==> src/rtl/a_sqrtb_arbiter.sv <==
// a_sqrtb_arbiter: round-robin arbiter that shares one a_sqrtb engine
// (y = a * floor(sqrt(b))) among N_REQ requesters and returns each result to
// the requester that issued the job.
// Optional build macro: A_SQRTB_ARB_TIMEOUT_EN adds a WAIT-state timeout
// that reports err_o/done_o with y_o = 12'hFFF and re-drains the engine.
`timescale 1ns/1ps

module a_sqrtb_arbiter #(
    parameter int N_REQ        = 2,
    parameter int DRAIN_CYCLES = 64,
    parameter int TIMEOUT      = 255
) (
    input  logic               clk_i,
    input  logic               rst_ni,
    input  logic [N_REQ-1:0]   req_i,
    input  logic [8*N_REQ-1:0] a_i,
    input  logic [8*N_REQ-1:0] b_i,
    output logic [N_REQ-1:0]   gnt_o,
    output logic [N_REQ-1:0]   done_o,
    output logic [N_REQ-1:0]   err_o,
    output logic [11:0]        y_o,
    output logic               busy_o,
    output logic [7:0]         eng_a_o,
    output logic [7:0]         eng_b_o,
    output logic               eng_in_ready_o,
    input  logic [11:0]        eng_y_i,
    input  logic               eng_y_ready_i
);

    localparam logic [2:0] S_DRAIN  = 3'd0;
    localparam logic [2:0] S_IDLE   = 3'd1;
    localparam logic [2:0] S_ISSUE  = 3'd2;
    localparam logic [2:0] S_SETTLE = 3'd3;
    localparam logic [2:0] S_WAIT   = 3'd4;

    logic [2:0]       r_state;
    logic [15:0]      r_drain_cnt;
    logic [1:0]       r_ptr;
    logic [1:0]       r_gidx;
    logic [N_REQ-1:0] r_gnt;
    logic [N_REQ-1:0] r_done;
    logic [11:0]      r_y;
    logic             r_busy;
    logic [7:0]       r_eng_a;
    logic [7:0]       r_eng_b;
    logic             r_eng_start;

    // Requests and operands widened to the 4-requester maximum so the
    // grant index can select them without width juggling.
    logic [3:0]       w_req4;
    logic [31:0]      w_a32;
    logic [31:0]      w_b32;
    logic             w_found;
    logic [1:0]       w_try;
    logic [1:0]       w_gidx;
    logic [N_REQ-1:0] w_gnt_oh;
    logic [N_REQ-1:0] w_cur_oh;

    assign w_req4   = 4'(req_i);
    assign w_a32    = 32'(a_i);
    assign w_b32    = 32'(b_i);
    assign w_gnt_oh = N_REQ'(4'b0001 << w_gidx);
    assign w_cur_oh = N_REQ'(4'b0001 << r_gidx);

`ifdef A_SQRTB_ARB_TIMEOUT_EN
    logic [15:0]      r_tmo_cnt;
    logic [N_REQ-1:0] r_err;
    assign err_o = r_err;
`else
    assign err_o = '0;
`endif

    assign gnt_o          = r_gnt;
    assign done_o         = r_done;
    assign y_o            = r_y;
    assign busy_o         = r_busy;
    assign eng_a_o        = r_eng_a;
    assign eng_b_o        = r_eng_b;
    assign eng_in_ready_o = r_eng_start;

    // Round-robin search: first requesting index after the last grant, wrapping.
    always_comb begin
        // NOTE: every variable gets a default first so no path leaves it unassigned (no latch).
        w_found = 1'b0;
        w_gidx  = r_ptr;
        w_try   = '0;
        for (int off = 1; off <= N_REQ; off++) begin
            w_try = 2'((int'(r_ptr) + off) % N_REQ);
            if (!w_found && w_req4[w_try]) begin
                w_found = 1'b1;
                w_gidx  = w_try;
            end
        end
    end

    // Sequencer state, operand capture and registered output pulses.
    always_ff @(posedge clk_i) begin
        // NOTE: sequential state uses non-blocking assignments so every register samples pre-edge values.
        if (!rst_ni) begin
            r_state     <= S_DRAIN;
            r_drain_cnt <= '0;
            r_ptr       <= 2'(N_REQ - 1);
            r_gidx      <= '0;
            r_gnt       <= '0;
            r_done      <= '0;
            r_y         <= '0;
            r_busy      <= 1'b0;
            r_eng_a     <= '0;
            r_eng_b     <= '0;
            r_eng_start <= 1'b0;
`ifdef A_SQRTB_ARB_TIMEOUT_EN
            r_err       <= '0;
            r_tmo_cnt   <= '0;
`endif
        end else begin
            // Pulse outputs default low; each is raised for one cycle below.
            r_gnt       <= '0;
            r_done      <= '0;
            r_eng_start <= 1'b0;
`ifdef A_SQRTB_ARB_TIMEOUT_EN
            r_err       <= '0;
`endif
            case (r_state)
                S_DRAIN: begin
                    // The engine has no reset: let any in-flight job finish unseen.
                    if (r_drain_cnt == 16'(DRAIN_CYCLES - 1)) begin
                        r_state <= S_IDLE;
                        r_busy  <= 1'b0;
                    end else begin
                        r_drain_cnt <= r_drain_cnt + 16'd1;
                        r_busy      <= 1'b1;
                    end
                end
                S_IDLE: begin
                    if (w_found) begin
                        r_eng_a     <= w_a32[{w_gidx, 3'b000} +: 8];
                        r_eng_b     <= w_b32[{w_gidx, 3'b000} +: 8];
                        r_gidx      <= w_gidx;
                        r_gnt       <= w_gnt_oh;
                        r_eng_start <= 1'b1;
                        r_busy      <= 1'b1;
                        r_state     <= S_ISSUE;
                    end
                end
                S_ISSUE: begin
                    r_state <= S_SETTLE;
                end
                S_SETTLE: begin
                    // Engine drops its stale y_ready during this cycle.
                    r_state <= S_WAIT;
`ifdef A_SQRTB_ARB_TIMEOUT_EN
                    r_tmo_cnt <= '0;
`endif
                end
                S_WAIT: begin
                    if (eng_y_ready_i) begin
                        r_y     <= eng_y_i;
                        r_done  <= w_cur_oh;
                        r_ptr   <= r_gidx;
                        r_busy  <= 1'b0;
                        r_state <= S_IDLE;
                    end
`ifdef A_SQRTB_ARB_TIMEOUT_EN
                    else if (r_tmo_cnt == 16'(TIMEOUT - 1)) begin
                        r_y         <= 12'hFFF;
                        r_done      <= w_cur_oh;
                        r_err       <= w_cur_oh;
                        r_ptr       <= r_gidx;
                        r_drain_cnt <= '0;
                        r_state     <= S_DRAIN;
                    end else begin
                        r_tmo_cnt <= r_tmo_cnt + 16'd1;
                    end
`endif
                end
                default: begin
                    r_state     <= S_DRAIN;
                    r_drain_cnt <= '0;
                    r_busy      <= 1'b1;
                end
            endcase
        end
    end

endmodule
==> config.mk <==
export PLATFORM = sky130hd
export DESIGN_NAME = a_sqrtb_arbiter
export DESIGN_NICKNAME = d
export VERILOG_FILES = /design/src/rtl/a_sqrtb_arbiter.sv
export SDC_FILE = /design/constraint.sdc
export NUM_CORES = 1
export LEC_CHECK = 0
export BUFFER_PORTS_ARGS = -buffer_cell sky130_fd_sc_hd__buf_2
export CELL_PAD_IN_SITES_DETAIL_PLACEMENT = 0
export CELL_PAD_IN_SITES_GLOBAL_PLACEMENT = 1
export CORE_ASPECT_RATIO = 1.2
export CORE_UTILIZATION = 32
export DETAILED_ROUTE_END_ITERATION = 16
export PLACE_DENSITY_LB_ADDON = 0.1
export SLEW_MARGIN = 25
export SYNTH_ARGS = -nofsm -noshare
export SYNTH_HDL_FRONTEND = slang
export SYNTH_SLANG_ARGS = --single-unit
==> constraint.sdc <==
create_clock -name clk_i -period 1.99 [get_ports clk_i]
set_input_delay 0.199 -clock clk_i [delete_from_list [all_inputs] [get_ports clk_i]]
set_output_delay 0.199 -clock clk_i [all_outputs]
set_load 0.1 [all_outputs]
After elaboration in Yosys (flattened, before gate mapping)
Index checks and enable logic that the tools add are counted.
- register bits after elaboration: 57
- input port bits: 49
- output and inout bits: 36
- word-level logic and storage cells: 65
- add/subtract/negate cells: 3
- $lt $le $gt $ge: 2
- equality and inequality tests: 9
- shift operators: 4
- multiplexer cells: 19
- bitwise operators: 4
- reduce and logical (&&, ||, !) cells: 13
- operator list (operator ; number):
    $shiftx A32 B6 Y8 ; 2
    $pmux W16 S2 ; 1
    $add A16 B1 Y16 const B ; 1
    $eq A16 B6 Y1 const B ; 1
    $mux W16 ; 1
    $pmux W3 S5 ; 1
    $reduce_and A3 Y1 ; 4
    $mux W3 ; 3
    $mux W1 ; 8
    $ne A2 B2 Y1 const B ; 4
    $reduce_and A2 Y1 ; 4
    $eq A3 B2 Y1 const B ; 2
    $lt A2 B3 Y1 const B ; 2
    $bmux W1 S2 ; 2
    $mux W2 ; 2
    $pmux W1 S4 ; 1
    $reduce_or A4 Y1 ; 1
    $shl A1 B2 Y2 const A ; 2
    $eq A3 B1 Y1 const B ; 1
    $eq A3 B3 Y1 const B ; 1
    $logic_not A3 Y1 ; 1
    $add A1 B1 Y1 const B ; 2
    $and A1 B1 Y1 const A ; 2
    $not A1 Y1 ; 2
    other kinds (3) ; 3

Depth between registers and ports, before layout
Gate-level depths: netlist of the first run.
- word-level depth: 10
- mapped depth: 7
- mapped depth without buffers: 6

Least setup slack after synthesis of the first run
OpenSTA, ideal clock, no wires.
- kind: flip-flop to flip-flop
- from: register r_drain_cnt[0]
- to: register r_drain_cnt[10]
- library setup time: 91 ps
- arrival time: 1553 ps
- required time: 1899 ps
- setup slack: 346 ps
- cell stages (with the launch flop): 8
- cell sequence: dfxtp_1 > ha_1 > and4_4 > and3_1 > buf_6 > and4_1 > a21oi_1 > a311oi_1
- word-level cells in the longest chain between the ends: 3
- elaborated cells between the ends (all ways): 6
- ends and longest elaborated chain (item ; line ; source):
    start: declaration ; 37 ; logic [15:0] r_drain_cnt;
    start signal: assignment ; 130 ; r_drain_cnt <= r_drain_cnt + 16'd1;
    $add A16 B1 Y16 / $eq A16 B6 Y1 (equally long branches) ; 130, 126 ;
    $mux W16 / $ne A2 B2 Y1 (equally long branches) ; - ;
    $pmux W16 S2 / $reduce_and A2 Y1 (equally long branches) ; - ;
Parallel ways exist; a longest one is shown, timed or not. The select of a mux whose other input is x is not followed.
A chain may end at the register's enable or synchronous reset.

Worst setup path in the final report of the first run
- from: register r_drain_cnt[0]
- to: register r_drain_cnt[15]
The elaborated chain is that of the path after synthesis.

==> impl_table.tex, run 1 <==
\begin{tabular}{lr}
\hline
Metric & Value \\
\hline
\multicolumn{2}{l}{\textbf{Routing}} \\
\quad Routed Wire Length & 5.853 mm \\
\quad Post-detailed-route DRC marker count & 0 \\
\quad Initial DRC Count & 46 \\
\quad Average wire length per cell after detail routing & 12.84 microns \\
\quad Ratio of routed vias to standard cells & 4.853 \\
\quad DR vias & 2213 \\
\quad Number of detailed-route iterations in the first pass & 4 \\
\quad Final ANT Viol Nets & 0 \\
\multicolumn{2}{l}{\textbf{Clock network}} \\
\quad Maximum level of the CTS H-tree & 2 \\
\quad Number of hold buffers added after CTS & 0 \\
\quad Clock tree from TritonCTS & yes \\
\quad Post-CTS Resized & 0 \\
\quad CTS Buf Count & 5 \\
\quad Clock-pin slew of the registers on the worst-case setup and hold paths & 0.10 ns \\
\quad Maximum root-to-sink buffer count & 2 \\
\quad Insertion delay of the later-clocked pin in the worst-skew pair & 0.30 ns \\
\quad Cell at the root of the clock tree & sky130\_fd\_sc\_hd\_\_clkbuf\_8 \\
\quad Setup Fix Bufs, Post-CTS & 0 \\
\quad Sink count of the clock tree & 56 \\
\multicolumn{2}{l}{\textbf{Placement}} \\
\quad Half-perimeter wire length of the detailed placement result & 4.299 mm \\
\quad \# port buffers & 82 \\
\quad Inst Count DP & 449 \\
\quad RD Place Congestion & 0.7409 \\
\quad Post-placement setup slack & 0.2007 ns \\
\multicolumn{2}{l}{\textbf{Min path}} \\
\quad Worst min path class & in2reg \\
\multicolumn{2}{l}{\textbf{STA}} \\
\quad Final setup margin & 0.1705 ns \\
\quad Shortest clock period the worst path allows after layout & 1.819 ns \\
\quad F\_max & 549.6 MHz \\
\quad Headroom to the max-slew limit & 51.30\% \\
\quad RSZ-0062 raised after global routing & no \\
\quad Smallest hold slack & 0.1226 ns \\
\quad Final-layout setup total negative slack & 0 ns \\
\quad Number of hold violations in the final report & 0 \\
\quad Share of the clock period used by the worst path after layout & 91.43\% \\
\quad Max Slew Vio Count & 0 \\
\quad Slew at the pin closest to its max-slew limit & 0.7277 ns \\
\quad Final setup violation count & 0 \\
\quad Worst clock skew on the final layout & 0.009250 ns \\
\multicolumn{2}{l}{\textbf{Power and ir drop}} \\
\quad Sw power & 0.9336 mW \\
\quad Net switching share of the total power & 36.50\% \\
\quad Sequential share of power & 48.6\% \\
\quad Clock share of power & 23.2\% \\
\quad Maximum vdd ir drop & 391.1 uV \\
\quad Int Pwr & 1.624 mW \\
\quad Leakage power & 1.321 nW \\
\quad PD cells & 834.4 mW/mm\^{}2 \\
\quad Combinational share of power & 28.2\% \\
\multicolumn{2}{l}{\textbf{Worst setup path}} \\
\quad Number of stages on the worst setup path & 8 \\
\quad Worst reg-to-reg path cell count & 8 \\
\quad Cell class contributing the biggest share of worst-path delay & simple AND/OR/NAND/NOR gates \\
\quad Required time of the critical path & 2.21 ns \\
\quad Critical-path cell list & ha\_1 > and4\_4 > nand4\_1 > buf\_4 > a21oi\_1 > buf\_6 > o21ai\_0 > o31ai\_1 \\
\quad Worst Path Buf+Inv & 2 \\
\quad Worst endpoint data arrival time & 2.04 ns \\
\quad CP Max Fanout & 12 \\
\quad Worst-case register-to-register setup slack & 0.17 ns \\
\quad FF-to-FF End & r\_drain\_cnt[15] \\
\quad Launching element of the worst setup path & r\_drain\_cnt[0] \\
\quad Setup crit end & r\_drain\_cnt[15] \\
\quad Critical path class & reg2reg \\
\quad Capturing element type of the critical path & register \\
\quad Startpoint of the lowest-slack register-to-register path & r\_drain\_cnt[0] \\
\quad Slowest stage cell, crit path & sky130\_fd\_sc\_hd\_\_dfxtp\_1 \\
\quad Peak per-stage delay on the critical path & 0.39 ns \\
\quad Kind of start point of the critical path & register \\
\multicolumn{2}{l}{\textbf{Floorplan}} \\
\quad Core area & 0.007360 sq mm \\
\quad Width of the die & 81.98 microns \\
\quad Top-level I/O count & 85 \\
\quad Die boundary height & 97.97 microns \\
\quad Initial Util & 33.37\% \\
\quad Total die area & 0.008031 sq mm \\
\quad Placement Rows & 34 \\
\multicolumn{2}{l}{\textbf{Yosys}} \\
\quad Number of warnings printed during yosys synthesis & 0 \\
\quad Predominant post-synthesis flop cell & sky130\_fd\_sc\_hd\_\_dfxtp\_1 \\
\quad Most frequent cell after synthesis & sky130\_fd\_sc\_hd\_\_dfxtp\_1 \\
\quad Syn Area/Cell & 8.679 sq um \\
\quad Cell type with the largest total area after synthesis & sky130\_fd\_sc\_hd\_\_dfxtp\_1 \\
\quad Synthesized cell area & 0.002456 sq mm \\
\quad Portion of the post-synthesis area used by sequential elements & 45.64\% \\
\quad Netlist cell types & 46 \\
\quad Post-synthesis async set-or-reset flop share & 0\% \\
\quad Commonest cells in the netlist & sky130\_fd\_sc\_hd\_\_dfxtp\_1, sky130\_fd\_sc\_hd\_\_nand2\_1, sky130\_fd\_sc\_hd\_\_nor2\_1 \\
\quad Fraction of synthesized cell area taken by the top area cell type & 45.64\% \\
\quad FF+latch count, synth & 56 \\
\quad Synthesized netlist cell count & 283 \\
\quad Cells taking the most area after synthesis & sky130\_fd\_sc\_hd\_\_dfxtp\_1, sky130\_fd\_sc\_hd\_\_mux2i\_1, sky130\_fd\_sc\_hd\_\_nand2\_1 \\
\quad EDFF count, synth & 0 \\
\multicolumn{2}{l}{\textbf{GRT}} \\
\quad Remaining global-route overflow & 0 \\
\quad Antenna violations before repair & 0 \\
\quad Global-route wire length before repair & 9.708 mm \\
\quad Maximum number of pins on one net before global-route repair & 25 \\
\quad GRT Resource Usage Total & 15.66\% \\
\quad Vias in the first global route & 2049 \\
\multicolumn{2}{l}{\textbf{Final layout}} \\
\quad Final standard cell count with taps included and fillers excluded & 456 \\
\quad Area Overhead vs Synth & 24.81\% \\
\quad Share of post-route cells with drive strength above 1 & 30.60\% \\
\quad Antenna diode count & 0 \\
\quad Total number of nets in the final design & 416 \\
\multicolumn{2}{l}{\textbf{Run status}} \\
\quad Run status & complete, no violations \\
\multicolumn{2}{l}{\textbf{Job}} \\
\quad Maximum capacitance violations & 0 \\
\hline
\end{tabular}
area by class of cell:
class | instances | area, sq um
clock inverter | 1 | 5.005
inverter | 4 | 15.01
tap | 90 | 112.6
multi-input combinational | 202 | 1212
timing repair buffer | 97 | 526.8
sequential | 56 | 1121
clock buffer | 6 | 72.57
fill | 815 | 4294
routing by layer:
metal | vias to the layer above | track usage, % | wire, microns
li1 | 1169 | - | -
met1 | 993 | 19.15 | 2634
met2 | 45 | 26.26 | 2851
met3 | 6 | 4.112 | 290
met4 | 0 | 4.858 | 77
met5 | - | 0 | 0
power by group through the flow:
stage / Sequential [mW] / Combinational [mW] / Clock, mW
final: 1.24 / 0.721 / 0.594
after global routing: 1.25 / 0.772 / 0.658
after CTS: 1.24 / 0.727 / 0.624
after detailed placement: 1.27 / 0.728 / 0
after global placement: 1.27 / 0.723 / 0
after floorplan: 1.54 / 0.291 / 0
sequential cells by signal, indices dropped and copies added, names as in the netlist:
signal	count
r_ptr	1
r_drain_cnt	16
y_o	12
eng_a_o	8
eng_b_o	8
gnt_o	2
r_gidx	2
busy_o	1
r_state	3
eng_in_ready_o	1
done_o	2
cells in the final DEF (no fill, tap or decap), types with 3 or more instances in the layout:
master and count:
sky130_fd_sc_hd__a21oi_1 23, sky130_fd_sc_hd__o21ai_0 19, sky130_fd_sc_hd__nand4_1 5, sky130_fd_sc_hd__mux2i_1 16
sky130_fd_sc_hd__inv_1 4, sky130_fd_sc_hd__a31oi_1 3, sky130_fd_sc_hd__nand2_1 40, sky130_fd_sc_hd__nor3_1 3
sky130_fd_sc_hd__buf_2 82, sky130_fd_sc_hd__clkbuf_8 5, sky130_fd_sc_hd__nor4_1 5, sky130_fd_sc_hd__dfxtp_1 56
sky130_fd_sc_hd__buf_4 14, sky130_fd_sc_hd__a211oi_1 17, sky130_fd_sc_hd__nor2_1 24, sky130_fd_sc_hd__nand3_1 9
sky130_fd_sc_hd__and3_1 3
metrics by stage:
| step | power, mW | instance area [sq um] | utilization (%) |
|---|---|---|---|
| floorplan | 1.833 | 2460 | - |
| global placement | 1.992 | 2977 | 40.45 |
| detailed placement | 1.997 | 2984 | 40.55 |
| CTS | 2.595 | 3062 | 41.60 |
| global route | 2.684 | 3065 | 41.65 |
| finish | 2.558 | 3065 | 41.65 |
how the worst min path moves through the flow:
stage | start | to | slack [ns] | depth (start not counted)
after detailed placement | r_gidx[0] | done_o[0] | 0.41 | 1
after floorplan | eng_y_i[10] | y_o[10] | 0.34 | 2
after CTS | eng_y_i[7] | y_o[7] | 0.11 | 3
after global routing | eng_y_i[9] | y_o[9] | 0.12 | 3
final | eng_y_i[9] | y_o[9] | 0.12 | 3
after global placement | r_gidx[0] | done_o[0] | 0.42 | 1
worst min-delay path: cells and delay by family:
family	cells	cell delay (ns)
buffers and inverters	1	0.10
AO/OA/AOI/OAI	1	0.05
AND/OR/NAND/NOR	1	0.04
cell families after synthesis:
group	share of synthesized area (%)
AND/OR/NAND/NOR	21.29
AO/OA/AOI/OAI	19.10
buffers and inverters	5.604
flip-flops	45.64
other	0.1527
adder cells (fa/ha/maj)	0.5093
XOR/XNOR	0.7133
multiplexers	6.979
No activity file was read; power rests on OpenSTA's default activity.
==> inputs of run 2 (changes only) <==
BUFFER_PORTS_ARGS = -buffer_cell sky130_fd_sc_hd__buf_4   (was -buffer_cell sky130_fd_sc_hd__buf_2)
CORE_MARGIN = 8   (was unset)
==> run 2 against run 1 <==
  * Core utilization increased by 1.5 points
  * Fmax increased by 2.0%
  * Via count increased by 2.9%
  * Setup slack improved by 0.035 ns
  * Flip-flop and latch count unchanged
  * Clock skew increased by 0.0059 ns
  * Combinational power increased by 7.1%
  * Clock-buffer cell count unchanged
  * Non-clock buffer count decreased by 3
  * Final area increased by 6.7%
  * Worst hold slack got worse by 0.0087 ns
  * First-iteration DRC count increased by 54%
  * Critical path type unchanged
  * Critical endpoint unchanged
  * Highest routed layer unchanged
==> impl_table.tex, run 2 (synthesis results as in run 1) <==
\begin{tabular}{lr}
\hline
Metric & Value \\
\hline
\multicolumn{2}{l}{\textbf{Power and ir drop}} \\
\quad Clock share of power & 24.2\% \\
\quad Combinational share of power & 28.9\% \\
\quad Int Pwr & 1.687 mW \\
\quad Sw power & 0.9789 mW \\
\quad Leakage power & 1.350 nW \\
\quad PD cells & 814.9 mW/mm\^{}2 \\
\quad Net switching share of the total power & 36.72\% \\
\quad Total power & 2.666 mW \\
\quad Maximum vdd ir drop & 348.6 uV \\
\quad Sequential share of power & 46.9\% \\
\multicolumn{2}{l}{\textbf{Routing}} \\
\quad Number of detailed-route iterations in the first pass & 4 \\
\quad Post-detailed-route DRC marker count & 0 \\
\quad M1 WL & 2.791 mm \\
\quad Met3 routed WL & 419 microns \\
\quad Met2 routed wirelength & 3.327 mm \\
\quad Final ANT Viol Nets & 0 \\
\quad Ratio of routed vias to standard cells & 4.993 \\
\quad Initial DRC Count & 71 \\
\quad Routed Wire Length & 6.598 mm \\
\quad Highest routed metal layer & met4 \\
\quad DR vias & 2277 \\
\quad Average wire length per cell after detail routing & 14.47 microns \\
\multicolumn{2}{l}{\textbf{Worst setup path}} \\
\quad CP Max Fanout & 12 \\
\quad Capturing element type of the critical path & register \\
\quad Required time of the critical path & 2.21 ns \\
\quad Kind of start point of the critical path & register \\
\quad Launching element of the worst setup path & r\_drain\_cnt[1] \\
\quad Critical path class & reg2reg \\
\quad Startpoint of the lowest-slack register-to-register path & r\_drain\_cnt[1] \\
\quad Worst endpoint data arrival time & 2.01 ns \\
\multicolumn{2}{l}{\textbf{GRT}} \\
\quad Vias in the first global route & 2303 \\
\quad Maximum number of pins on one net before global-route repair & 21 \\
\quad Global-route wire length before repair & 11.11 mm \\
\quad Antenna violations before repair & 0 \\
\quad Remaining global-route overflow & 0 \\
\quad GRT Resource Usage Total & 12.77\% \\
\multicolumn{2}{l}{\textbf{Placement}} \\
\quad Half-perimeter wire length of the detailed placement result & 4.857 mm \\
\quad Post-placement setup slack & 0.1407 ns \\
\quad \# port buffers & 82 \\
\quad RD Place Congestion & 0.7146 \\
\multicolumn{2}{l}{\textbf{Floorplan}} \\
\quad Width of the die & 95.98 microns \\
\quad Total die area & 0.01075 sq mm \\
\quad Top-level I/O count & 85 \\
\quad Initial Util & 32.42\% \\
\quad Core area & 0.007576 sq mm \\
\quad Placement Rows & 35 \\
\quad Die boundary height & 112.0 microns \\
\multicolumn{2}{l}{\textbf{STA}} \\
\quad F\_max & 560.5 MHz \\
\quad Final setup margin & 0.2058 ns \\
\quad Headroom to the max-slew limit & 50.24\% \\
\quad Smallest hold slack & 0.1139 ns \\
\quad Number of hold violations in the final report & 0 \\
\quad Worst clock skew on the final layout & 0.01517 ns \\
\quad RSZ-0062 raised after global routing & no \\
\quad Shortest clock period the worst path allows after layout & 1.784 ns \\
\quad Slew at the pin closest to its max-slew limit & 0.7436 ns \\
\quad Share of the clock period used by the worst path after layout & 89.66\% \\
\quad Final-layout setup total negative slack & 0 ns \\
\quad Max Slew Vio Count & 0 \\
\quad Final setup violation count & 0 \\
\multicolumn{2}{l}{\textbf{Clock network}} \\
\quad CTS Buf Count & 5 \\
\quad Maximum root-to-sink buffer count & 2 \\
\quad Maximum level of the CTS H-tree & 2 \\
\quad Sink count of the clock tree & 56 \\
\quad Clock-pin slew of the registers on the worst-case setup and hold paths & 0.11 ns \\
\quad Insertion delay of the later-clocked pin in the worst-skew pair & 0.32 ns \\
\quad Clock tree from TritonCTS & yes \\
\quad Cell at the root of the clock tree & sky130\_fd\_sc\_hd\_\_clkbuf\_8 \\
\multicolumn{2}{l}{\textbf{Run status}} \\
\quad Run status & complete, no violations \\
\multicolumn{2}{l}{\textbf{Final layout}} \\
\quad Largest register FFs & 16 \\
\quad Commonest non-fill, non-tap cells in the layout & sky130\_fd\_sc\_hd\_\_buf\_4, sky130\_fd\_sc\_hd\_\_dfxtp\_1, sky130\_fd\_sc\_hd\_\_nand2\_1 \\
\quad Share of post-route cells with drive strength above 1 & 30.77\% \\
\quad Top reg by flops & r\_drain\_cnt \\
\quad Area Overhead vs Synth & 33.21\% \\
\quad Antenna diode count & 0 \\
\quad Total number of nets in the final design & 413 \\
\quad Most common cell after layout, fill and taps aside & sky130\_fd\_sc\_hd\_\_buf\_4 \\
\multicolumn{2}{l}{\textbf{Min path}} \\
\quad Worst min path class & in2reg \\
\quad Hold Crit Start & eng\_y\_i[1] \\
\multicolumn{2}{l}{\textbf{Job}} \\
\quad Maximum capacitance violations & 0 \\
\hline
\end{tabular}
==> run 2: cell types whose count changed in the layout (fill, tap and decap cells not counted), sizes merged <==
cell  before  now
inv        4    5
buf       97   94
==> run 2: timing repair <==
item	CTS	global route
hold buffers	0	0
gates resized for setup	0	2
buffers inserted	0	1
setup endpoints to repair	0	11
==> run 2: routing by layer <==
metal  vias to the layer above  track usage, %
met5                         -               0
met4                         0           3.700
met3                         5           4.509
met2                        45           21.22
met1                      1053           14.82
li1                       1174               -
==> run 2: layout make-up <==
class	instances	area (sq um)
tap	92	115.1
fill	785	4304
sequential	56	1122
clock buffer	6	72.57
clock inverter	2	13.76
multi-input combinational	202	1215
timing repair buffer	94	718.2
inverter	4	15.01
==> run 2: worst max-delay path, stage by stage, from the launching register on <==
cell and delay (ns):
sky130_fd_sc_hd__dfxtp_1 0.41, sky130_fd_sc_hd__ha_2 0.24, sky130_fd_sc_hd__and4_4 0.26, sky130_fd_sc_hd__nand4_1 0.20, sky130_fd_sc_hd__a21oi_1 0.20, sky130_fd_sc_hd__buf_4 0.21
sky130_fd_sc_hd__o21ai_0 0.10, sky130_fd_sc_hd__o31ai_1 0.07
==> run 2: final timing paths <==
kind / cells past startpoint / endpoint / slack (ns)
hold reg to reg: 1 / done_o[0] / 0.43
setup / recovery: 7 / r_drain_cnt[15] / 0.21
setup reg to reg: 7 / r_drain_cnt[15] / 0.21
hold / removal: 3 / y_o[1] / 0.11
==> run 2: power by group through the flow <==
stage	sequential, mW	clock (mW)	combinational, mW
after floorplan	1.54	0	0.291
after global placement	1.27	0	0.777
after detailed placement	1.27	0	0.776
after CTS	1.25	0.674	0.777
after global routing	1.26	0.715	0.829
final	1.25	0.645	0.772
==> run 2: per-stage QoR <==
step                      std cells  instance area [sq um]  utilization [%]
final                           456                   3272            43.19
after global routing            456                   3272            43.19
after CTS                       455                   3261            43.04
after detailed placement        447                   3174            41.90
after global placement          447                   3167            41.80
after floorplan                 284                   2460                -
